--- src/rtl/jof32_pkg.sv ---
// rtl/jof32_pkg.sv - shared JOF32 constants, opcodes and fetch FSM encoding
package jof32_pkg;

    localparam int OPC_W  = 5;
    localparam int PC_W   = 10;
    localparam int DATA_W = 32;

    localparam logic [DATA_W-1:0] NOP_INSTR = 32'h0000_0000;
    localparam logic [OPC_W-1:0]  HALT_OP   = 5'b11111;

    localparam logic [OPC_W-1:0] OP_NOP  = 5'b00000;
    localparam logic [OPC_W-1:0] OP_ADD  = 5'b00001;
    localparam logic [OPC_W-1:0] OP_SUB  = 5'b00010;
    localparam logic [OPC_W-1:0] OP_LD   = 5'b01000;
    localparam logic [OPC_W-1:0] OP_ST   = 5'b01001;
    localparam logic [OPC_W-1:0] OP_BEQ  = 5'b10000;
    localparam logic [OPC_W-1:0] OP_JMP  = 5'b10010;
    localparam logic [OPC_W-1:0] OP_HALT = HALT_OP;

    typedef enum logic [1:0] {
        ST_FILL   = 2'd0,
        ST_RUN    = 2'd1,
        ST_HALTED = 2'd2
    } fetch_state_e;

endpackage

--- src/rtl/pc_counter.sv ---
// rtl/pc_counter.sv - program counter with load, hold and wrapping increment
module pc_counter #(
    parameter int            W         = 10,
    parameter logic [W-1:0]  RESET_VAL = '0
) (
    input  logic         clk,
    input  logic         rst,
    input  logic         load,
    input  logic         inc,
    input  logic [W-1:0] load_value,
    output logic [W-1:0] pc
);

    always_ff @(posedge clk) begin
        if (rst) begin
            pc <= RESET_VAL;
        end else if (load) begin
            pc <= load_value;
        end else if (inc) begin
            pc <= pc + 1'b1;
        end
    end

endmodule

--- src/rtl/fetch_stage.sv ---
// rtl/fetch_stage.sv - JOF32 instruction fetch stage with IF/ID pipeline register
module fetch_stage
    import jof32_pkg::*;
#(
    parameter int                   PC_W      = jof32_pkg::PC_W,
    parameter int                   DATA_W    = jof32_pkg::DATA_W,
    parameter logic [PC_W-1:0]      RESET_PC  = '0,
    parameter logic [DATA_W-1:0]    NOP_INSTR = jof32_pkg::NOP_INSTR,
    parameter logic [OPC_W-1:0]     HALT_OP   = jof32_pkg::HALT_OP
) (
    input  logic              clk,
    input  logic              rst,
    input  logic              stall,
    input  logic              redirect_en,
    input  logic [PC_W-1:0]   redirect_addr,
    output logic [PC_W-1:0]   imem_addr,
    output logic              imem_en,
    input  logic [DATA_W-1:0] imem_rdata,
    output logic [DATA_W-1:0] instruction,
    output logic [PC_W-1:0]   pc_id,
    output logic [PC_W-1:0]   pc_plus1_id,
    output logic              valid_id,
    output logic              halted
);

    fetch_state_e    state_q, state_d;
    logic [PC_W-1:0] pc_q;
    logic [PC_W-1:0] pc_pend;
    logic            pend_valid;
    logic            running;
    logic            redirect_act;
    logic            advance;
    logic            load_real;

    assign running      = (state_q != ST_HALTED);
    assign redirect_act = running & redirect_en;
    assign advance      = running & ~stall & ~redirect_en;
    // A real IF/ID load happens only when the word returned by memory belongs to a kept fetch
    assign load_real    = advance & pend_valid;

    assign imem_addr = pc_q;
    assign imem_en   = ~stall & running;
    assign halted    = (state_q == ST_HALTED);

    pc_counter #(
        .W         (PC_W),
        .RESET_VAL (RESET_PC)
    ) u_pc_counter (
        .clk        (clk),
        .rst        (rst),
        .load       (redirect_act),
        .inc        (advance),
        .load_value (redirect_addr),
        .pc         (pc_q)
    );

    always_ff @(posedge clk) begin
        if (rst) begin
            state_q <= ST_FILL;
        end else begin
            state_q <= state_d;
        end
    end

    always_comb begin
        state_d = state_q;
        case (state_q)
            ST_FILL: begin
                if (redirect_act || advance) begin
                    state_d = ST_RUN;
                end
            end
            ST_RUN: begin
                if (load_real && (imem_rdata[DATA_W-1 -: OPC_W] == HALT_OP)) begin
                    state_d = ST_HALTED;
                end
            end
            ST_HALTED: state_d = ST_HALTED;
            default:   state_d = ST_FILL;
        endcase
    end

    always_ff @(posedge clk) begin
        if (rst) begin
            pc_pend     <= '0;
            pend_valid  <= 1'b0;
            instruction <= NOP_INSTR;
            pc_id       <= '0;
            pc_plus1_id <= '0;
            valid_id    <= 1'b0;
        end else if (redirect_act) begin
            pend_valid  <= 1'b0;
            instruction <= NOP_INSTR;
            valid_id    <= 1'b0;
        end else if (advance) begin
            pc_pend    <= pc_q;
            pend_valid <= 1'b1;
            if (pend_valid) begin
                instruction <= imem_rdata;
                pc_id       <= pc_pend;
                pc_plus1_id <= pc_pend + 1'b1;
                valid_id    <= 1'b1;
            end else begin
                instruction <= NOP_INSTR;
                valid_id    <= 1'b0;
            end
        end
    end

endmodule

--- config.mk ---
export PLATFORM = sky130hd
export DESIGN_NAME = fetch_stage
export DESIGN_NICKNAME = d
export VERILOG_FILES = /design/src/rtl/jof32_pkg.sv /design/src/rtl/pc_counter.sv /design/src/rtl/fetch_stage.sv
export SDC_FILE = /design/constraint.sdc
export NUM_CORES = 1
export LEC_CHECK = 0
export CAP_MARGIN = 20
export CORE_ASPECT_RATIO = 0.5
export CORE_MARGIN = 2
export CORE_UTILIZATION = 42
export CTS_BUF_LIST = sky130_fd_sc_hd__clkbuf_8
export DETAILED_ROUTE_END_ITERATION = 16
export HOLD_SLACK_MARGIN = 0.12
export PLACE_DENSITY = 0.79
export REMOVE_ABC_BUFFERS = 1
export SYNTH_ARGS = -nofsm -noshare
export SYNTH_HDL_FRONTEND = slang
export SYNTH_SLANG_ARGS = --single-unit
--- constraint.sdc ---
create_clock -name clk -period 1.6 [get_ports clk]
set_input_delay 0.16 -clock clk [delete_from_list [all_inputs] [get_ports clk]]
set_output_delay 0.16 -clock clk [all_outputs]
set_load 0.005 [all_outputs]
==> results.json, run 1 <==
{
  "avgSynthCellArea_um2": 8.14,
  "drt.antenna.violating_nets": 0,
  "wl_per_cell_um": 16.4,
  "gr-total-overflow": 0,
  "pwr-share-clk_pct": 31.0,
  "cp.buffers_inverters": 4,
  "fin_nets": 572,
  "period_minus_slack_ns": 1.69,
  "drc": 0,
  "cap_viol_max_count": 0,
  "clock-skew-final_ns": 0.00715,
  "cp_common_cell": "buf_6",
  "root_buffer": "clkbuf_8",
  "cts_tree": "built",
  "crit_required_ns": 1.85,
  "grt_pass1_wl_um": 14800,
  "vdd_drop_max_mv": 0.678,
  "post-route-period-util_pct": 106,
  "yosysUniqueCellTypes": 35,
  "p_sw_share_pct": 29.7,
  "power_density_nw_per_um2": 933,
  "fill_cells": 486,
  "critPathCaptureType": "flip-flop",
  "total_leakage_power_nw": 1.95,
  "antenna_found_initial": 0,
  "crit_path_cell_trace": "inv_2, ha_4, buf_6, buf_6, or3_4, buf_12, nand2_4, a21oi_2",
  "r2r-end": "instruction[29]",
  "setup-violations-final": 56,
  "routed_wl_um": 10200,
  "power.switching_w": 0.00154,
  "num_rows": 22,
  "min-delay-start": "imem_rdata[12]",
  "reg2regPathDepth": 8,
  "syn_inst": 385,
  "critPathMaxFanout": 8,
  "worstSetupPathType": "reg -> reg",
  "clk_path_buf_depth": 2,
  "io_pins": 111,
  "worstMarginPinSlew_ns": 0.428,
  "finalPower_w": 0.00518,
  "dieArea_um2": 8210,
  "rsz0062_at_grt": "true",
  "finalWorstSetupSlack_ns": -0.0888,
  "holdPathEnd": "instruction[12]",
  "clock_latency_ns": 0.36,
  "whs_path_depth": 3,
  "clkTransAtPathRegs_ns": 0.08,
  "drt_iter0_drc": 215,
  "cts.htree.levels": 3,
  "hold_class": "in -> reg",
  "place_ws_ns": -0.203,
  "port_buffers": 110,
  "startpoint_type": "flip-flop",
  "max_freq_ghz": 0.592,
  "synth_seq_cells": 76,
  "seq_area_frac_synth_pct": 48.5,
  "dieHeight_um": 65.1,
  "hold_viol_final": 0,
  "syn_area_um2": 3130,
  "dieWidth_um": 126,
  "comb_power_share_pct": 28.5,
  "rrSetupSlack_ns": -0.09,
  "vias_per_cell": 5.32,
  "cpPeakStageDelay_ns": 0.45,
  "arrival_ns": 1.94,
  "drive_gt1_share_pct": 36.3,
  "cts_buffers": 9,
  "routed-via-count": 3310,
  "grt_pass1_vias": 3125,
  "violations": "setup timing",
  "area_growth_pct": 77.3,
  "cp_slowest_cell": "or3_4",
  "place_congestion": 0.792,
  "status": "complete, but fails checks",
  "timing.slew.headroom_pct": 71.5,
  "clkSinkCount": 76,
  "reg2reg_from": "state_q[0]",
  "ys_warn_count": 0,
  "antennaDiodeCount": 0,
  "holdBufCountCts": 0,
  "start_util_pct": 43.1,
  "p_int_w": 0.00364,
  "core_region_area_um2": 7270,
  "drt_pass1_iterations": 4,
  "drv_slew": 0,
  "crit_family": "simple AND/OR/NAND/NOR gates",
  "p_seq_share_pct": 40.4,
  "grt_usage_pct": 22.4,
  "grt_max_degree": 35,
  "dp_hpwl_um": 5670
}
-- through the flow --
step                instance area, um^2  cells  TNS [ns]  hold WS (ns)  utilization, %
finish                             5560    622     -2.96         0.383            76.5
CTS                                5080    619     -1.74         0.369            69.9
global route                       5560    622     -6.58         0.381            76.5
detailed placement                 4490    592     -9.78         0.444            61.8
global placement                   4490    592     -7.75         0.438            61.8
floorplan                          3000    355    -62.61         0.229               -
-- worst max path at each step --
stage / from / endpoint / slack, ns / cells past startpoint
detailed placement: stall / u_pc_counter.pc[6] / -0.20 / 4
finish: state_q[0] / instruction[29] / -0.09 / 8
CTS: state_q[0] / state_q[1] / -0.08 / 7
floorplan: state_q[0] / state_q[1] / -1.54 / 6
global route: state_q[0] / state_q[0] / -0.17 / 9
global placement: stall / u_pc_counter.pc[6] / -0.17 / 4
-- area by class of cell --
| type | count | area (um^2) | area share [%] |
|---|---|---|---|
| clock buffers | 13 | 179 | 3.22 |
| clock inverters | 3 | 42.5 | 0.765 |
| inverters | 5 | 18.8 | 0.338 |
| multi-input cells | 274 | 2030 | 36.6 |
| flip-flops and latches | 76 | 1530 | 27.5 |
| well taps | 96 | 120 | 2.16 |
| repair buffers | 155 | 1640 | 29.5 |
-- repair_timing --
action	CTS	global route
buffers inserted	6	0
resized for setup	82	106
pin swaps	52	36
setup endpoints to repair	72	78
endpoints found under the hold margin	0	0
gates cloned	5	3
-- cells in the mapped netlist --
master	count	area, um^2
nand2b_1	5	31.3
nor3_1	5	25.0
clkbuf_1	20	75.1
buf_2	7	35.0
dfxtp_1	76	1520
or3b_4	1	11.3
or2_2	1	6.26
nor4_1	1	6.26
inv_1	5	18.8
and4bb_2	1	12.5
buf_4	2	15.0
or3_1	3	18.8
nor3b_2	1	12.5
and2_1	2	12.5
nand3_1	38	190
nand2_1	79	297
a311oi_1	2	17.5
o21ai_0	2	10.0
nor2_1	25	93.8
a21oi_1	59	295
nand3b_1	1	7.51
ha_1	5	62.6
nor2b_1	1	6.26
o21a_1	1	7.51
xnor2_1	7	61.3
nand4_1	5	31.3
nor4b_2	1	15.0
a32oi_1	1	8.76
buf_6	1	11.3
and4_1	1	8.76
a211oi_1	14	105
nor3_2	1	10.0
mux2i_1	2	20.0
xor2_1	7	61.3
and3_1	2	12.5
-- worst min-delay path, stage by stage --
cell             delay (ns)
clkdlybuf4s50_1        0.39
nand3_1                0.09
a21oi_2                0.05
-- flip-flops by register name (all words and copies together), names as in the netlist --
| name | flops |
|---|---|
| instruction | 32 |
| pc_id | 10 |
| pc_pend | 10 |
| pc_plus1_id | 10 |
| pend_valid | 1 |
| state_q | 2 |
| u_pc_counter.pc | 10 |
| valid_id | 1 |
-- kinds of logic after synthesis --
family | after synthesis | synth area share (%)
AOI/OAI and AO/OA | 79 | 14.2
xor gates and xnor gates | 14 | 3.91
adders and majority gates | 5 | 2.00
buffers and inverters | 35 | 4.95
DFF | 76 | 48.5
muxes | 2 | 0.639
and+or+nand+nor | 174 | 25.8
-- power by group through the flow --
stage | registers (W) | clock network (W) | logic [W]
global route | 0.00210 | 0.00171 | 0.00158
floorplan | 0.00212 | 0 | 0.000431
finish | 0.00209 | 0.00161 | 0.00148
CTS | 0.00208 | 0.00161 | 0.00126
detailed placement | 0.00211 | 0 | 0.00102
global placement | 0.00211 | 0 | 0.00101
-- cells in the final DEF (no fill, tap or decap), types with 2 or more instances in the layout --
| cell type | count |
|---|---|
| buf_12 | 5 |
| nand2b_4 | 2 |
| a211oi_2 | 5 |
| nand2b_1 | 3 |
| or3_4 | 3 |
| ha_1 | 4 |
| dfxtp_1 | 72 |
| nor3_1 | 5 |
| buf_4 | 23 |
| nand2_2 | 20 |
| and2_1 | 2 |
| nand4_1 | 5 |
| xnor2_1 | 7 |
| dfxtp_2 | 4 |
| clkdlybuf4s50_1 | 108 |
| nor2_1 | 22 |
| buf_16 | 2 |
| a21oi_1 | 7 |
| buf_6 | 11 |
| xor2_1 | 7 |
| a211oi_1 | 9 |
| nand2_1 | 30 |
| nor2_2 | 3 |
| clkbuf_8 | 13 |
| clkbuf_16 | 3 |
| o21ai_0 | 2 |
| inv_1 | 4 |
| nand3_1 | 37 |
| a21oi_2 | 52 |
| nand2_4 | 29 |
| mux2i_1 | 2 |
| and3_1 | 2 |
-- per-layer routing --
layer  vias to the layer above  GRT usage, %  routed length [um]
met1                      1613          26.8                4320
met3                        13          8.42                 688
met5                         -             0                   0
li1                       1583             -                   -
met4                         0          5.36                 116
met2                       101          38.5                5090
(Power assumes the default switching activity.)
==> run 2: changes to the inputs <==
--- a/config.mk
+++ b/config.mk
@@ -8,11 +8,11 @@
 export CAP_MARGIN = 20
 export CORE_ASPECT_RATIO = 0.5
 export CORE_MARGIN = 2
-export CORE_UTILIZATION = 42
+export CORE_UTILIZATION = 35
 export CTS_BUF_LIST = sky130_fd_sc_hd__clkbuf_8
 export DETAILED_ROUTE_END_ITERATION = 16
 export HOLD_SLACK_MARGIN = 0.12
-export PLACE_DENSITY = 0.79
+export PLACE_DENSITY = 0.67
 export REMOVE_ABC_BUFFERS = 1
 export SYNTH_ARGS = -nofsm -noshare
 export SYNTH_HDL_FRONTEND = slang
==> run 2 against run 1 <==
- the flow still finishes with violations (setup timing)
- combinational power is 16% lower
- hold slack worse by 0.0025 ns
- fmax is 0.20% lower
- largest cell class unchanged
- largest power group unchanged
- highest routed layer unchanged
==> results.json, run 2 (synthesis results as in run 1) <==
{
  "status": "complete, but fails checks",
  "violations": "setup timing",
  "comb_power_share_pct": 24.6,
  "hold_class": "in -> reg",
  "cap_viol_max_count": 0,
  "p_sw_share_pct": 27.5,
  "routed_wl_um": 9020,
  "startpoint_type": "flip-flop",
  "drv_slew": 0,
  "drt_pass1_iterations": 4,
  "drt_iter0_drc": 163,
  "worstMarginPinSlew_ns": 0.360,
  "root_buffer": "clkbuf_8",
  "cp_slowest_cell": "dfxtp_2",
  "clkSinkCount": 76,
  "critPathMaxFanout": 6,
  "vdd_drop_max_mv": 0.446,
  "rsz0062_at_grt": "true",
  "drive_gt1_share_pct": 18.7,
  "antenna_found_initial": 0,
  "start_util_pct": 36.0,
  "gr-total-overflow": 0,
  "clock-skew-final_ns": 0.0115,
  "area_growth_pct": 62.1,
  "drc": 0,
  "p_int_w": 0.00369,
  "clk_path_buf_depth": 2,
  "p_seq_share_pct": 40.9,
  "holdBufCountCts": 0,
  "largest_reg_flops": 32,
  "period_minus_slack_ns": 1.69,
  "grt_pass1_wl_um": 14500,
  "dieHeight_um": 70.9,
  "final.setup.tns_ns": -2.17,
  "port_buffers": 110,
  "drt.antenna.violating_nets": 0,
  "critPathCaptureType": "flip-flop",
  "wl_per_cell_um": 14.1,
  "finalWorstSetupSlack_ns": -0.0922,
  "cp_common_cell": "buf_6",
  "max_freq_ghz": 0.591,
  "timing.slew.headroom_pct": 75.8,
  "post-route-period-util_pct": 106,
  "cts.htree.levels": 3,
  "cts_buffers": 9,
  "fin_util_pct": 58.3,
  "place_congestion": 0.734,
  "io_pins": 111,
  "fin_nets": 570,
  "grt_max_degree": 35,
  "num_rows": 24,
  "setup-violations-final": 60,
  "total_leakage_power_nw": 1.74,
  "clock_latency_ns": 0.35,
  "crit_path_cell_trace": "inv_2, ha_4, buf_6, buf_6, and4bb_2, nand4_1, xor2_1, a211oi_1",
  "dieWidth_um": 138,
  "routed-via-count": 3146,
  "power_density_nw_per_um2": 1000,
  "grt_usage_pct": 18.6,
  "final_cell_mix": "clkdlybuf4s50_1, nand2_1, dfxtp_1",
  "cts_tree": "built",
  "pwr-share-clk_pct": 34.6,
  "reg2regPathDepth": 8,
  "core_region_area_um2": 8710,
  "dieArea_um2": 9770,
  "layout.cells.most_common": "clkdlybuf4s50_1",
  "arrival_ns": 1.97,
  "grt_pass1_vias": 3017,
  "hold_viol_final": 0,
  "dp_hpwl_um": 5730,
  "crit_required_ns": 1.87,
  "worstSetupPathType": "reg -> reg",
  "power.switching_w": 0.00140,
  "cpPeakStageDelay_ns": 0.34,
  "whs_path_depth": 3,
  "regMostFlops": "instruction",
  "vias_per_cell": 4.91,
  "clkTransAtPathRegs_ns": 0.08,
  "antennaDiodeCount": 0,
  "finalPower_w": 0.00509
}
==> run 2: cell count changes in the layout (fill, tap and decap cells not counted), sizes merged <==
cell    delta
buf        +1
bufinv     +2
clkbuf     -7
inv        +2
==> run 2: worst paths after layout <==
check | startpoint | endpoint | slack, ns
worst min register to register | instruction[15] | instruction[15] | 0.45
worst max register to register | state_q[0] | u_pc_counter.pc[9] | -0.09
worst min-delay path | imem_rdata[6] | instruction[6] | 0.38
worst max-delay path | state_q[0] | u_pc_counter.pc[9] | -0.09
==> run 2: layout make-up <==
| type | instances | area, um^2 |
|---|---|---|
| clock buffers | 9 | 124 |
| clock inverters | 7 | 115 |
| fillers | 774 | 3630 |
| inverters | 5 | 18.8 |
| multi-input cells | 274 | 1610 |
| flip-flops and latches | 76 | 1530 |
| well taps | 117 | 146 |
| repair buffers | 153 | 1540 |
==> run 2: stage by stage <==
| step | area, um^2 | hold WS (ns) | worst slack [ns] | std cells |
|---|---|---|---|---|
| 5_1_grt | 5080 | 0.372 | -0.176 | 641 |
| 6_report | 5080 | 0.381 | -0.0922 | 641 |
| 3_3_place_gp | 4550 | 0.437 | -0.182 | 615 |
| 2_1_floorplan | 3000 | 0.229 | -1.54 | 355 |
| 4_1_cts | 4950 | 0.363 | -0.0842 | 640 |
| 3_5_place_dp | 4550 | 0.443 | -0.221 | 615 |
==> run 2: power groups by stage <==
stage	Clock (W)	Combinational (W)	Sequential, W
after floorplan	0	0.000431	0.00212
after global placement	0	0.00105	0.00211
after detailed placement	0	0.00106	0.00211
after CTS	0.00180	0.00118	0.00207
after global routing	0.00187	0.00137	0.00209
final	0.00176	0.00125	0.00208
==> run 2: metal layers <==
metal  GRT usage, %  part of all wire [%]  vias up
met5              0                     0        -
met2           29.7                    48       84
met4           4.42                   1.1        0
li1               -                     -     1576
met1           24.2                    45     1477
met3           6.95                   5.9        9
==> run 2: repair_timing <==
action                                  in CTS  in global routing
pin swaps                                   19                 14
endpoints found under the setup margin      75                 74
gates resized for setup                     21                 33
setup buffers                                8                  2
gates cloned                                 2                  1
hold endpoints to repair                     0                  0
==> run 2: worst max-delay path: cells and delay by family (launching register included) <==
kind | cells | cell delay, ns
flops | 1 | 0.34
fa+ha+maj | 1 | 0.16
xor+xnor | 1 | 0.16
compound gates | 1 | 0.19
simple gates | 2 | 0.46
buf+inv | 3 | 0.30
==> run 3: changes to the inputs <==
--- a/config.mk
+++ b/config.mk
@@ -6,13 +6,15 @@
 export NUM_CORES = 1
 export LEC_CHECK = 0
 export CAP_MARGIN = 20
+export CELL_PAD_IN_SITES_DETAIL_PLACEMENT = 1
+export CELL_PAD_IN_SITES_GLOBAL_PLACEMENT = 2
 export CORE_ASPECT_RATIO = 0.5
 export CORE_MARGIN = 2
-export CORE_UTILIZATION = 35
+export CORE_UTILIZATION = 23
 export CTS_BUF_LIST = sky130_fd_sc_hd__clkbuf_8
 export DETAILED_ROUTE_END_ITERATION = 16
 export HOLD_SLACK_MARGIN = 0.12
-export PLACE_DENSITY = 0.67
+export PLACE_DENSITY_LB_ADDON = 0.1
 export REMOVE_ABC_BUFFERS = 1
 export SYNTH_ARGS = -nofsm -noshare
 export SYNTH_HDL_FRONTEND = slang
==> run 3 against run 2 <==
- the flow still finishes with violations (setup timing)
- global-route usage shrank 4.4 points
- largest cell class unchanged
- largest power group unchanged
- sequential power is essentially flat
- sequential share of layout area is essentially flat
- critical path depth shrank 3
- first-iteration DRC count shrank 40%
==> results.json, run 3 (synthesis results as in run 1) <==
{
  "start_util_pct": 23.3,
  "rsz0062_at_grt": "true",
  "setup-violations-final": 1,
  "reg2regPathDepth": 5,
  "critPathCaptureType": "flip-flop",
  "critPathMaxFanout": 4,
  "fin_util_pct": 37.9,
  "worstMarginPinSlew_ns": 0.331,
  "root_buffer": "clkbuf_8",
  "drt.antenna.violating_nets": 0,
  "clk_path_buf_depth": 2,
  "place_congestion": 0.741,
  "clkTransAtPathRegs_ns": 0.08,
  "design_area_um2": 5100,
  "dp_hpwl_um": 6860,
  "dieHeight_um": 86.5,
  "fill_cells": 1575,
  "vias_per_cell": 4.43,
  "grt_pass1_wl_um": 16200,
  "multi_input_area_um2": 1580,
  "grt_pass1_vias": 3090,
  "port_buffers": 110,
  "clock-skew-final_ns": 0.00847,
  "drt_pass1_iterations": 4,
  "power_density_nw_per_um2": 1010,
  "grt_max_degree": 35,
  "gr-total-overflow": 0,
  "r2r-end": "u_pc_counter.pc[6]",
  "clock_latency_ns": 0.35,
  "cts_buffers": 9,
  "period_minus_slack_ns": 1.63,
  "cts.htree.levels": 3,
  "regArea_um2": 1530,
  "grt_usage_pct": 14.2,
  "total_leakage_power_nw": 1.72,
  "layout.cells.most_common": "clkdlybuf4s50_1",
  "drive_gt1_share_pct": 16.1,
  "core_region_area_um2": 13400,
  "finalWorstSetupSlack_ns": -0.0284,
  "io_pins": 111,
  "drc": 0,
  "wl_per_cell_um": 14.7,
  "hold_class": "in -> reg",
  "vdd_drop_max_mv": 0.319,
  "reg2reg_from": "state_q[0]",
  "fin_nets": 569,
  "max_freq_ghz": 0.614,
  "timing.slew.headroom_pct": 77.7,
  "whs_path_depth": 3,
  "endpoint": "u_pc_counter.pc[6]",
  "num_rows": 30,
  "crit_required_ns": 1.85,
  "dieWidth_um": 169,
  "clkSinkCount": 76,
  "regMostFlops": "instruction",
  "status": "complete, but fails checks",
  "hold_viol_final": 0,
  "cts_tree": "built",
  "crit_start": "state_q[0]",
  "final_cell_mix": "clkdlybuf4s50_1, nand2_1, dfxtp_1",
  "arrival_ns": 1.88,
  "largest_reg_flops": 32,
  "worstSetupPathType": "reg -> reg",
  "post-route-period-util_pct": 102,
  "violations": "setup timing",
  "routed-via-count": 3092,
  "routed_wl_um": 10300,
  "rrSetupSlack_ns": -0.03,
  "antenna_found_initial": 0,
  "antennaDiodeCount": 0,
  "area_growth_pct": 62.7,
  "drv_slew": 0,
  "drt_iter0_drc": 98,
  "startpoint_type": "flip-flop",
  "dieArea_um2": 14600,
  "post_dp_cell_area_um2": 4650,
  "cap_viol_max_count": 0
}
[run 3: cell types whose count changed in the layout (fill, tap and decap cells not counted), sizes merged]
cell / delta
clkbuf: +3
clkinv: -1
buf: -3
inv: -1
[run 3: worst max-delay path: stages (launching register included)]
cell and delay [ns]:
dfxtp_2 0.34, inv_2 0.05, ha_4 0.17, or3b_4 0.43, or3_4 0.35, a311oi_2 0.21
[run 3: worst min-delay path by stage]
stage | slack [ns] | end | start
after floorplan | 0.23 | pc_id[0] | rst
after global routing | 0.35 | instruction[5] | imem_rdata[5]
after detailed placement | 0.45 | instruction[17] | instruction[17]
final | 0.38 | instruction[10] | imem_rdata[10]
after CTS | 0.36 | instruction[10] | imem_rdata[10]
after global placement | 0.44 | instruction[8] | instruction[8]
[run 3: timing repair]
| item | in CTS | in global routing |
|---|---|---|
| buffers inserted | 0 | 3 |
| endpoints found under the setup margin | 76 | 25 |
| gates resized for setup | 19 | 21 |
| cloned | 0 | 2 |
| hold buffers | 0 | 0 |
| pin swaps | 10 | 13 |
[run 3: per-stage QoR]
stage                     power, W  TNS, ns  hold WS [ns]  worst slack, ns  std cells
final                      0.00514  -0.0284         0.380          -0.0284        698
after global routing       0.00546    -1.09         0.351          -0.0890        698
after detailed placement   0.00323    -9.74         0.445           -0.199        678
after floorplan            0.00255   -62.61         0.229            -1.54        355
after CTS                  0.00517  -0.0215         0.363          -0.0215        693
after global placement     0.00323    -8.51         0.438           -0.190        678
[run 3: cell type report]
type / instances / share of cell area (%)
clock buffer: 10 / 2.70
clock inverter: 5 / 1.99
multi-input combinational: 274 / 30.9
tap: 176 / 4.32
timing repair buffer: 152 / 29.7
inverter: 5 / 0.368
sequential: 76 / 30.0
[run 3: routing by layer]
layer / up-vias / part of all wire, % / track usage, %
met2: 68 / 44 / 21.8
met5: - / 0 / 0
met1: 1443 / 48 / 18.0
li1: 1572 / - / -
met3: 9 / 7.2 / 6.67
met4: 0 / 0.96 / 4.04
[run 3: power by group]
group	leakage, nW	internal, W	switching [W]
logic	0.983	0.000662	0.000594
clock network	0.120	0.00107	0.000735
registers	0.617	0.00199	0.0000911
total	1.72	0.00372	0.00142
